[config.mk]
export PLATFORM = sky130hd
export DESIGN_NAME = time_set_ctrl
export DESIGN_NICKNAME = d
export VERILOG_FILES = /design/src/rtl/time_set_ctrl.sv
export SDC_FILE = /design/constraint.sdc
export NUM_CORES = 1
export LEC_CHECK = 0
export BUFFER_PORTS_ARGS = -buffer_cell sky130_fd_sc_hd__buf_2
export CORE_MARGIN = 2
export CORE_UTILIZATION = 50
export DETAILED_ROUTE_END_ITERATION = 10
export HOLD_SLACK_MARGIN = 0.12
export PLACE_DENSITY = 0.66
export SYNTH_ARGS = -nofsm -noshare
export SYNTH_HDL_FRONTEND = slang
export SYNTH_SLANG_ARGS = --single-unit
[constraint.sdc]
create_clock -name clk_i -period 3 [get_ports clk_i]
set_input_delay 0.75 -clock clk_i [delete_from_list [all_inputs] [get_ports clk_i]]
set_output_delay 0.75 -clock clk_i [all_outputs]
set_load 0.02 [all_outputs]
[src/rtl/time_set_ctrl.sv]
// time_set_ctrl
// Time-setting controller for the real-time clock. Debounces the mode and
// increment buttons, steps RUN -> SET_HR -> SET_MIN -> RUN on mode presses,
// and issues single-cycle increment pulses with auto-repeat to the hour/minute
// datapath. Also drives run-enable, a seconds-clear pulse, blink masks for the
// digit being set and a synchronized fast-test level.
//
// Ports:
//   clk_i        system clock (100 MHz)
//   rst_i        asynchronous active-low reset
//   btn_mode_i   raw mode button (async, active-high)
//   btn_inc_i    raw increment button (async, active-high)
//   btn_test_i   raw fast-test button (async, active-high)
//   mode_o       00 RUN, 01 SET_HR, 10 SET_MIN
//   run_en_o     counter may advance (high only in RUN)
//   inc_hr_o     one-cycle hour increment pulse
//   inc_min_o    one-cycle minute increment pulse
//   sec_clr_o    one-cycle seconds/prescaler clear pulse
//   blank_hr_o   blank hour digits (blink)
//   blank_min_o  blank minute digits (blink)
//   fast_o       synchronized test level
module time_set_ctrl #(
  parameter int unsigned DEB_CYCLES     = 32'd1_000_000,
  parameter int unsigned REPEAT_DELAY   = 32'd50_000_000,
  parameter int unsigned REPEAT_RATE    = 32'd10_000_000,
  parameter int unsigned BLINK_HALF     = 32'd25_000_000,
  parameter int unsigned TIMEOUT_CYCLES = 32'd1_000_000_000
) (
  input  logic       clk_i,
  input  logic       rst_i,
  input  logic       btn_mode_i,
  input  logic       btn_inc_i,
  input  logic       btn_test_i,
  output logic [1:0] mode_o,
  output logic       run_en_o,
  output logic       inc_hr_o,
  output logic       inc_min_o,
  output logic       sec_clr_o,
  output logic       blank_hr_o,
  output logic       blank_min_o,
  output logic       fast_o
);

  typedef enum logic [1:0] {
    ST_RUN     = 2'b00,
    ST_SET_HR  = 2'b01,
    ST_SET_MIN = 2'b10
  } state_t;

  localparam logic [31:0] DEB_LAST   = DEB_CYCLES - 32'd1;
  localparam logic [31:0] DELAY_LAST = REPEAT_DELAY - 32'd1;
  localparam logic [31:0] RATE_LAST  = REPEAT_RATE - 32'd1;
  localparam logic [31:0] BLINK_LAST = BLINK_HALF - 32'd1;
  localparam logic [31:0] TMO_LAST   = TIMEOUT_CYCLES - 32'd1;

  // Button bit order in the synchronizer: [0] mode, [1] inc, [2] test.
  logic [2:0]  r_sync1, r_sync2;
  logic [1:0]  r_deb, r_deb_prev;
  logic [31:0] r_deb_cnt [2];

  state_t      r_state, w_state_nxt;
  logic        r_run_en, r_inc_hr, r_inc_min, r_sec_clr, r_blank_hr, r_blank_min;
  logic [31:0] r_rep_cnt, w_rep_cnt_nxt;
  logic        r_rep_arm, w_rep_arm_nxt, r_rep_first, w_rep_first_nxt;
  logic [31:0] r_idle_cnt, w_idle_cnt_nxt;
  logic [31:0] r_blink_cnt, w_blink_cnt_nxt;
  logic        r_phase, w_phase_nxt;
  logic        w_mode_ev, w_inc_ev, w_rep_fire, w_idle_to;
  logic        w_pulse, w_sec_clr_nxt, w_chg;

  assign w_mode_ev  = r_deb[0] & ~r_deb_prev[0];
  assign w_inc_ev   = r_deb[1] & ~r_deb_prev[1];
  // The first repeat waits the long delay, later ones the short rate.
  assign w_rep_fire = r_rep_arm & r_deb[1] &
                      (r_rep_first ? (r_rep_cnt == DELAY_LAST) : (r_rep_cnt == RATE_LAST));
  assign w_idle_to  = (r_idle_cnt == TMO_LAST);
  assign w_chg      = (w_state_nxt != r_state);

  // Two-flop synchronizers for all three buttons.
  always_ff @(posedge clk_i or negedge rst_i) begin
    if (!rst_i) begin
      r_sync1 <= 3'b000;
      r_sync2 <= 3'b000;
    end else begin
      r_sync1 <= {btn_test_i, btn_inc_i, btn_mode_i};
      r_sync2 <= r_sync1;
    end
  end

  // Debounce mode and inc: accept a new level after DEB_CYCLES stable samples.
  always_ff @(posedge clk_i or negedge rst_i) begin
    if (!rst_i) begin
      r_deb        <= 2'b00;
      r_deb_prev   <= 2'b00;
      r_deb_cnt[0] <= 32'd0;
      r_deb_cnt[1] <= 32'd0;
    end else begin
      r_deb_prev <= r_deb;
      for (int i = 0; i < 2; i++) begin
        if (r_sync2[i] == r_deb[i]) begin
          r_deb_cnt[i] <= 32'd0;
        end else if (r_deb_cnt[i] == DEB_LAST) begin
          r_deb[i]     <= r_sync2[i];
          r_deb_cnt[i] <= 32'd0;
        end else begin
          r_deb_cnt[i] <= r_deb_cnt[i] + 32'd1;
        end
      end
    end
  end

  // Next-state decode: a mode event beats an inc event, and any pulse beats the timeout.
  always_comb begin
    w_state_nxt   = r_state;
    w_pulse       = 1'b0;
    w_sec_clr_nxt = 1'b0;
    case (r_state)
      ST_RUN: begin
        if (w_mode_ev) w_state_nxt = ST_SET_HR;
        else           w_state_nxt = ST_RUN;
      end
      ST_SET_HR: begin
        if (w_mode_ev)                    w_state_nxt = ST_SET_MIN;
        else if (w_inc_ev || w_rep_fire)  w_pulse = 1'b1;
        else if (w_idle_to)               w_state_nxt = ST_RUN;
        else                              w_state_nxt = ST_SET_HR;
      end
      ST_SET_MIN: begin
        if (w_mode_ev) begin
          w_state_nxt   = ST_RUN;
          w_sec_clr_nxt = 1'b1;
        end else if (w_inc_ev || w_rep_fire) begin
          w_pulse = 1'b1;
        end else if (w_idle_to) begin
          w_state_nxt = ST_RUN;
        end else begin
          w_state_nxt = ST_SET_MIN;
        end
      end
      default: w_state_nxt = ST_RUN;
    endcase
  end

  // Auto-repeat tracking: armed only by an accepted inc event, so an inc held
  // across a mode change stays silent until it is released and pressed again.
  always_comb begin
    w_rep_arm_nxt   = r_rep_arm;
    w_rep_first_nxt = r_rep_first;
    w_rep_cnt_nxt   = r_rep_cnt;
    if (w_chg || !r_deb[1]) begin
      w_rep_arm_nxt   = 1'b0;
      w_rep_first_nxt = 1'b0;
      w_rep_cnt_nxt   = 32'd0;
    end else if (w_pulse && w_inc_ev) begin
      w_rep_arm_nxt   = 1'b1;
      w_rep_first_nxt = 1'b1;
      w_rep_cnt_nxt   = 32'd0;
    end else if (w_rep_fire) begin
      w_rep_first_nxt = 1'b0;
      w_rep_cnt_nxt   = 32'd0;
    end else if (r_rep_arm) begin
      w_rep_cnt_nxt   = r_rep_cnt + 32'd1;
    end else begin
      w_rep_cnt_nxt   = 32'd0;
    end
  end

  // Idle timeout and blink phase counters.
  always_comb begin
    w_idle_cnt_nxt  = r_idle_cnt;
    w_blink_cnt_nxt = r_blink_cnt;
    w_phase_nxt     = r_phase;
    if (w_chg || w_mode_ev || w_pulse) w_idle_cnt_nxt = 32'd0;
    else if (r_state != ST_RUN)        w_idle_cnt_nxt = r_idle_cnt + 32'd1;
    else                               w_idle_cnt_nxt = 32'd0;
    // Restart blink as "visible" so the user sees the value just changed.
    if (w_chg || w_pulse) begin
      w_blink_cnt_nxt = 32'd0;
      w_phase_nxt     = 1'b0;
    end else if (r_blink_cnt == BLINK_LAST) begin
      w_blink_cnt_nxt = 32'd0;
      w_phase_nxt     = ~r_phase;
    end else begin
      w_blink_cnt_nxt = r_blink_cnt + 32'd1;
    end
  end

  // State, registered outputs and counters.
  always_ff @(posedge clk_i or negedge rst_i) begin
    if (!rst_i) begin
      r_state     <= ST_RUN;
      r_run_en    <= 1'b1;
      r_inc_hr    <= 1'b0;
      r_inc_min   <= 1'b0;
      r_sec_clr   <= 1'b0;
      r_blank_hr  <= 1'b0;
      r_blank_min <= 1'b0;
      r_rep_cnt   <= 32'd0;
      r_rep_arm   <= 1'b0;
      r_rep_first <= 1'b0;
      r_idle_cnt  <= 32'd0;
      r_blink_cnt <= 32'd0;
      r_phase     <= 1'b0;
    end else begin
      r_state     <= w_state_nxt;
      r_run_en    <= (w_state_nxt == ST_RUN);
      r_inc_hr    <= w_pulse & (r_state == ST_SET_HR);
      r_inc_min   <= w_pulse & (r_state == ST_SET_MIN);
      r_sec_clr   <= w_sec_clr_nxt;
      r_blank_hr  <= (w_state_nxt == ST_SET_HR) & w_phase_nxt;
      r_blank_min <= (w_state_nxt == ST_SET_MIN) & w_phase_nxt;
      r_rep_cnt   <= w_rep_cnt_nxt;
      r_rep_arm   <= w_rep_arm_nxt;
      r_rep_first <= w_rep_first_nxt;
      r_idle_cnt  <= w_idle_cnt_nxt;
      r_blink_cnt <= w_blink_cnt_nxt;
      r_phase     <= w_phase_nxt;
    end
  end

  assign mode_o      = r_state;
  assign run_en_o    = r_run_en;
  assign inc_hr_o    = r_inc_hr;
  assign inc_min_o   = r_inc_min;
  assign sec_clr_o   = r_sec_clr;
  assign blank_hr_o  = r_blank_hr;
  assign blank_min_o = r_blank_min;
  assign fast_o      = r_sync2[2];

endmodule

==> results of run 1 <==
## area by class of cell
| type | instances | area share, % |
|---|---|---|
| Timing Repair Buffer | 33 | 2.51 |
| Clock inverter | 8 | 0.972 |
| Sequential cell | 181 | 43.4 |
| Inverter | 16 | 0.576 |
| Clock buffer | 22 | 4.55 |
| Multi-Input combinational cell | 709 | 45.1 |
| Tap cell | 234 | 2.81 |
## sequential cells by signal, summed over array words and instances, names as in the netlist
register     flops
r_deb            2
r_sync1          3
inc_hr_o         1
r_sync2          3
r_deb_cnt       64
mode_o           2
r_idle_cnt      32
r_rep_first      1
r_rep_arm        1
blank_min_o      1
r_blink_cnt     32
inc_min_o        1
blank_hr_o       1
run_en_o         1
r_deb_prev       2
r_phase          1
sec_clr_o        1
r_rep_cnt       32
## per-layer routing
layer / share of wire, % / GRT usage, % / vias to the layer above
li1: - / - / 3321
met5: 0 / 0 / -
met1: 49 / 27.6 / 3257
met2: 47 / 30.4 / 94
met4: 0.62 / 4.21 / 0
met3: 3.3 / 4.22 / 7
## worst max-delay path by stage
stage	from	end	slack, ps	cells after the start
finish	r_idle_cnt[13]$_DFF_PN0_	r_idle_cnt[21]$_DFF_PN0_	300	7
global route	r_idle_cnt[16]$_DFF_PN0_	r_idle_cnt[21]$_DFF_PN0_	100	7
CTS	r_idle_cnt[13]$_DFF_PN0_	r_idle_cnt[21]$_DFF_PN0_	260	7
detailed placement	r_idle_cnt[13]$_DFF_PN0_	r_idle_cnt[21]$_DFF_PN0_	270	7
global placement	r_idle_cnt[13]$_DFF_PN0_	r_idle_cnt[23]$_DFF_PN0_	390	7
floorplan	r_idle_cnt[13]$_DFF_PN0_	r_rep_cnt[25]$_DFF_PN0_	720	7
## stage by stage
stage / setup WS (ps) / total power, mW
6_report: 297 / 4.73
5_1_grt: 101 / 4.91
4_1_cts: 262 / 4.78
3_5_place_dp: 275 / 2.59
3_3_place_gp: 387 / 2.59
2_1_floorplan: 719 / 2.53
## placed cells by master, fill, tap and decap left out, types with 3 or more instances in the layout
| master | synthesis | final |
|---|---|---|
| dfrtp_1 | 180 | 180 |
| nor2_1 | 135 | 135 |
| xor2_1 | 84 | 84 |
| nand2_1 | 81 | 81 |
| xnor2_1 | 67 | 67 |
| nand3_1 | 58 | 58 |
| nand4_1 | 40 | 40 |
| and3_1 | 29 | 29 |
| nor3_2 | 29 | 29 |
| nor4_2 | 29 | 29 |
| nor3_1 | 27 | 27 |
| nor4_1 | 20 | 20 |
| and4_1 | 20 | 20 |
| clkbuf_16 | 0 | 17 |
| buf_4 | 4 | 17 |
| inv_1 | 16 | 16 |
| buf_2 | 3 | 12 |
| and2_1 | 8 | 8 |
| ha_1 | 9 | 8 |
| nor4b_1 | 6 | 6 |
| a21oi_1 | 6 | 6 |
| nor3b_1 | 6 | 6 |
| o21ai_0 | 5 | 5 |
| nand2b_1 | 4 | 4 |
| nor2b_1 | 5 | 4 |
| or4_1 | 4 | 4 |
| clkbuf_8 | 0 | 4 |
| nand3b_1 | 3 | 3 |
| o211ai_1 | 3 | 3 |
| or2_2 | 3 | 3 |
| clkinvlp_4 | 0 | 3 |
| buf_12 | 0 | 3 |
## power breakdown
part           total, mW  switching, mW  internal (mW)
sequential          2.46        0.00723           2.45
clock               2.19          0.905           1.28
combinational     0.0847         0.0677         0.0170
## logic make-up (layout without fill, tap and decap cells)
| kind of cell | Yosys count | in the layout | share of synthesized area [%] |
|---|---|---|---|
| buffers and inverters | 52 | 79 | 2.66 |
| multiplexers | 2 | 2 | 0.238 |
| flip-flops | 181 | 181 | 47.9 |
| AO/OA/AOI/OAI | 29 | 29 | 2.23 |
| adder cells (fa/ha/maj) | 9 | 9 | 1.19 |
| AND/OR/NAND/NOR | 518 | 518 | 31.8 |
| XOR/XNOR | 151 | 151 | 14.0 |
==> impl_metrics.json, run 1 <==
{
  "timing.setup.tns_ps": 0,
  "cts_made_buffers": 17,
  "place_inst": 1173,
  "fin_cells": 1203,
  "gp_congestion": 0.852,
  "skew_ps": 9.25,
  "reg2reg_setup_slack_ps": 300,
  "antenna_found_initial": 0,
  "end_kind": "register",
  "p_leak_nw": 4.24,
  "hold_viol": 0,
  "slew_violations": 0,
  "synth_most_common_cell": "dfrtp_1",
  "setup_viol": 0,
  "synthTopCellsByArea": "dfrtp_1 (48%), xor2_1 (7.8%), xnor2_1 (6.2%), nor2_1 (5.4%), nor4_2 (3.8%)",
  "dr.pass1.iters": 5,
  "core_mm2": 0.0186,
  "final_area_mm2": 0.0104,
  "avgSynthCellArea_um2": 10.0,
  "synth-edff-count": 0,
  "area_growth_pct": 10.2,
  "drive_gt1_share_pct": 13.7,
  "rr_worst_depth": 7,
  "fillers": 1613,
  "synth_nets": 956,
  "hold_buffers": 0,
  "critPathMaxStageDelay_ps": 580,
  "drt-total-wl_um": 18100,
  "multi_input_area_mm2": 0.00471,
  "finalCriticalPeriod_ps": 2700,
  "yosys.area.top_type": "dfrtp_1",
  "post_cts_resized": 0,
  "hold_slack_ps": 298,
  "hpwl_um": 11900,
  "critPathBufInv": 1,
  "critical_path_peak_fanout": 16,
  "dieArea_mm2": 0.0200,
  "rsz0062_at_grt": "false",
  "yosys_warnings": 0,
  "cts_tree": "built",
  "cts_setup_buffers": 0,
  "placed_area_mm2": 0.00985,
  "maxCapViolCount": 0,
  "synth.top_cell.area_share_pct": 47.6,
  "slowest_stage": "or4b_1",
  "netlist_area_mm2": 0.00946,
  "synth_common_cells": "dfrtp_1 (180), nor2_1 (135), xor2_1 (84)",
  "required_ps": 3320,
  "synth_ff_type": "dfrtp_1",
  "grt_max_degree": 71,
  "clockBufferDepth": 2,
  "synthArstFlopShare_pct": 100,
  "worstSetupPathType": "reg -> reg",
  "vdd_drop_max_uv": 355,
  "grt_pass1_wl_um": 31800,
  "crit_chain": "or4b_1 -> nor4_4 -> nand3_1 -> a221oi_2 -> o211ai_4 -> buf_4 -> nor4_2",
  "power.density_mw_per_mm2": 454,
  "cts_htree_levels": 4,
  "status": "finished clean",
  "crit_family": "simple AND/OR/NAND/NOR gates",
  "hold_path.class": "in -> async",
  "fp.dieH_um": 142,
  "grt_pass1_vias": 6490,
  "period_share_pct": 90.1,
  "num_vias": 6679,
  "final_nets": 972,
  "clk_latency_ps": 420,
  "drcViolationCount": 0,
  "drt_iter0_markers": 410,
  "cts_sinks": 181,
  "viasPerCell": 5.55,
  "rows": 50,
  "io_buffers": 13,
  "antenna_cells": 0,
  "clk_root_buffer_cell": "clkbuf_16",
  "worst_pin_slew_ps": 746,
  "die_w_um": 142,
  "seqCellArea_mm2": 0.00453,
  "yosysSeqAreaShare_pct": 47.9,
  "max_freq_ghz": 0.370,
  "post-route-util_pct": 55.9,
  "cp_data_arrival_time_ps": 3030,
  "initial_core_util_pct": 50.8,
  "grtUsageTotal_pct": 19.3,
  "ys_ff_latch": 181,
  "slew_headroom_pct": 49.9,
  "ios": 14,
  "path_clk_slew_ps": 70,
  "final_antenna_net_count": 0,
  "start_kind": "register",
  "syn_inst": 942,
  "grt-ovfl-total": 0,
  "r2r_end": "r_idle_cnt[21]$_DFF_PN0_",
  "routedWlPerCell_um": 15.1,
  "ys_types": 54,
  "timing.rr.start": "r_idle_cnt[13]$_DFF_PN0_"
}
Note: power is estimated with default switching activity, not from simulation.
==> inputs of run 2 (changes only) <==
--- a/config.mk
+++ b/config.mk
@@ -7,9 +7,11 @@
 export LEC_CHECK = 0
 export BUFFER_PORTS_ARGS = -buffer_cell sky130_fd_sc_hd__buf_2
+export CELL_PAD_IN_SITES_DETAIL_PLACEMENT = 0
+export CELL_PAD_IN_SITES_GLOBAL_PLACEMENT = 1
 export CORE_MARGIN = 2
 export CORE_UTILIZATION = 50
 export DETAILED_ROUTE_END_ITERATION = 10
 export HOLD_SLACK_MARGIN = 0.12
-export PLACE_DENSITY = 0.66
+export PLACE_DENSITY_LB_ADDON = 0.1
 export SYNTH_ARGS = -nofsm -noshare
 export SYNTH_HDL_FRONTEND = slang
==> constraint.sdc (replaced) <==
create_clock -name clk_i -period 3 [get_ports clk_i]
set_input_delay 0.3 -clock clk_i [delete_from_list [all_inputs] [get_ports clk_i]]
set_output_delay 0.3 -clock clk_i [all_outputs]
set_load 0.02 [all_outputs]
==> impl_metrics.json, run 2 (synthesis results as in run 1) <==
{
  "status": "finished clean",
  "p_leak_nw": 4.25,
  "clk_root_buffer_cell": "clkbuf_16",
  "dr.pass1.iters": 5,
  "worst_slack_ps": 324,
  "hold_buffers": 4,
  "io_buffers": 13,
  "routedWlPerCell_um": 16.2,
  "path_clk_slew_ps": 60,
  "vdd_drop_max_uv": 362,
  "cts_htree_levels": 4,
  "gp_congestion": 0.848,
  "grt_pass1_wl_um": 33900,
  "start_kind": "register",
  "placed_area_mm2": 0.00984,
  "end_kind": "register",
  "total_power_mw": 4.73,
  "skew_ps": 11.3,
  "num_vias": 6868,
  "final_nets": 973,
  "critPathMaxStageDelay_ps": 580,
  "clockBufferDepth": 2,
  "switching_share_pct": 22.5,
  "finalCriticalPeriod_ps": 2680,
  "grt_max_degree": 76,
  "dp_slack_ps": 360,
  "cts_setup_buffers": 0,
  "r2r_end": "r_rep_cnt[15]$_DFF_PN0_",
  "antenna_cells": 0,
  "antenna_found_initial": 0,
  "p_sw_mw": 1.06,
  "drive_gt1_share_pct": 13.8,
  "cts_tree": "built",
  "crit_chain": "or4b_1 -> nor4_4 -> nand3_1 -> a221oi_2 -> o211ai_4 -> buf_4 -> nor3_2",
  "p_seq_share_pct": 52.0,
  "critical_path_peak_fanout": 34,
  "cts_made_buffers": 17,
  "drt-total-wl_um": 19500,
  "largest_reg_flops": 64,
  "max_freq_ghz": 0.374,
  "clk_latency_ps": 430,
  "setup_viol": 0,
  "place_inst": 1170,
  "final_antenna_net_count": 0,
  "area_growth_pct": 10.5,
  "rows": 50,
  "fp.dieH_um": 142,
  "reg2reg_setup_slack_ps": 320,
  "regMostFlops": "r_deb_cnt",
  "period_share_pct": 89.2,
  "hold_viol": 0,
  "hpwl_um": 13100,
  "worstSetupPathType": "reg -> reg",
  "rsz0062_at_grt": "false",
  "dieArea_mm2": 0.0200,
  "slew_headroom_pct": 47.6,
  "power_frac_comb_pct": 1.9,
  "cts_sinks": 181,
  "power.density_mw_per_mm2": 453,
  "clock_power_share_pct": 46.2,
  "slew_violations": 0,
  "viasPerCell": 5.69,
  "timing.setup.tns_ps": 0,
  "p_int_mw": 3.67,
  "final_area_mm2": 0.0105,
  "grt-ovfl-total": 0,
  "worst_pin_slew_ps": 780,
  "grtUsageTotal_pct": 20.9,
  "required_ps": 3350,
  "rr_worst_depth": 7,
  "die_w_um": 142,
  "ios": 14,
  "slowest_stage": "or4b_1",
  "core_mm2": 0.0186,
  "cp_data_arrival_time_ps": 3020,
  "fin_cells": 1206,
  "post_cts_resized": 0,
  "maxCapViolCount": 0,
  "drt_iter0_markers": 361,
  "grt_pass1_vias": 6884,
  "final_cell_mix": "dfrtp_1 (180), nor2_1 (135), xor2_1 (84), nand2_1 (81), xnor2_1 (67)",
  "drcViolationCount": 0,
  "layout_commonest_cell": "dfrtp_1",
  "timing.rr.start": "r_idle_cnt[13]$_DFF_PN0_",
  "initial_core_util_pct": 50.8,
  "hold_path.class": "in -> async"
}
-- run 2: layout make-up --
type	count	area, µm²
clock buffers	19	453
fillers	1700	8190
clock inverters	13	121
flip-flops and latches	181	4530
well taps	234	293
multi-input cells	709	4710
repair buffers	34	289
inverters	16	60.1
-- run 2: metrics by stage --
| step | utilization [%] | hold WS, ps |
|---|---|---|
| 6_report | 56.1 | 247 |
| 3_5_place_dp | 52.8 | 128 |
| 5_1_grt | 56.1 | 237 |
| 4_1_cts | 56.1 | 230 |
| 2_1_floorplan | - | 4.41 |
| 3_3_place_gp | 52.8 | 125 |
-- run 2: critical path: cells and delay by family, from the launching register on --
family | cells | cell delay (ps)
AOI/OAI and AO/OA | 2 | 570
DFF | 1 | 400
buffers and inverters | 1 | 300
and+or+nand+nor | 4 | 1290
-- run 2: worst max path at each step --
stage / startpoint / to / slack, ps / depth (start not counted)
2_1_floorplan: r_idle_cnt[13]$_DFF_PN0_ / r_rep_cnt[25]$_DFF_PN0_ / 720 / 7
3_3_place_gp: r_idle_cnt[13]$_DFF_PN0_ / r_rep_cnt[13]$_DFF_PN0_ / 430 / 7
3_5_place_dp: r_idle_cnt[13]$_DFF_PN0_ / r_rep_cnt[14]$_DFF_PN0_ / 360 / 7
4_1_cts: r_idle_cnt[13]$_DFF_PN0_ / r_rep_cnt[14]$_DFF_PN0_ / 300 / 7
5_1_grt: mode_o[1]$_DFF_PN0_ / blank_hr_o$_DFF_PN0_ / 180 / 9
6_report: r_idle_cnt[13]$_DFF_PN0_ / r_rep_cnt[15]$_DFF_PN0_ / 320 / 7
-- run 2: per-layer routing --
metal  GRT usage, %  vias to the layer above  share of wire (%)
li1               -                     3321                  -
met1           29.5                     3419                 48
met2           32.6                      104                 47
met3           4.02                       24                3.0
met4           6.79                        0                1.4
met5              0                        -                  0
-- run 2: power by group through the flow --
stage | registers [mW] | logic (mW) | clock network [mW]
floorplan | 2.50 | 0.0232 | 0
global placement | 2.50 | 0.0852 | 0
detailed placement | 2.50 | 0.0894 | 0
CTS | 2.46 | 0.0935 | 2.25
global route | 2.46 | 0.104 | 2.35
finish | 2.46 | 0.0882 | 2.19
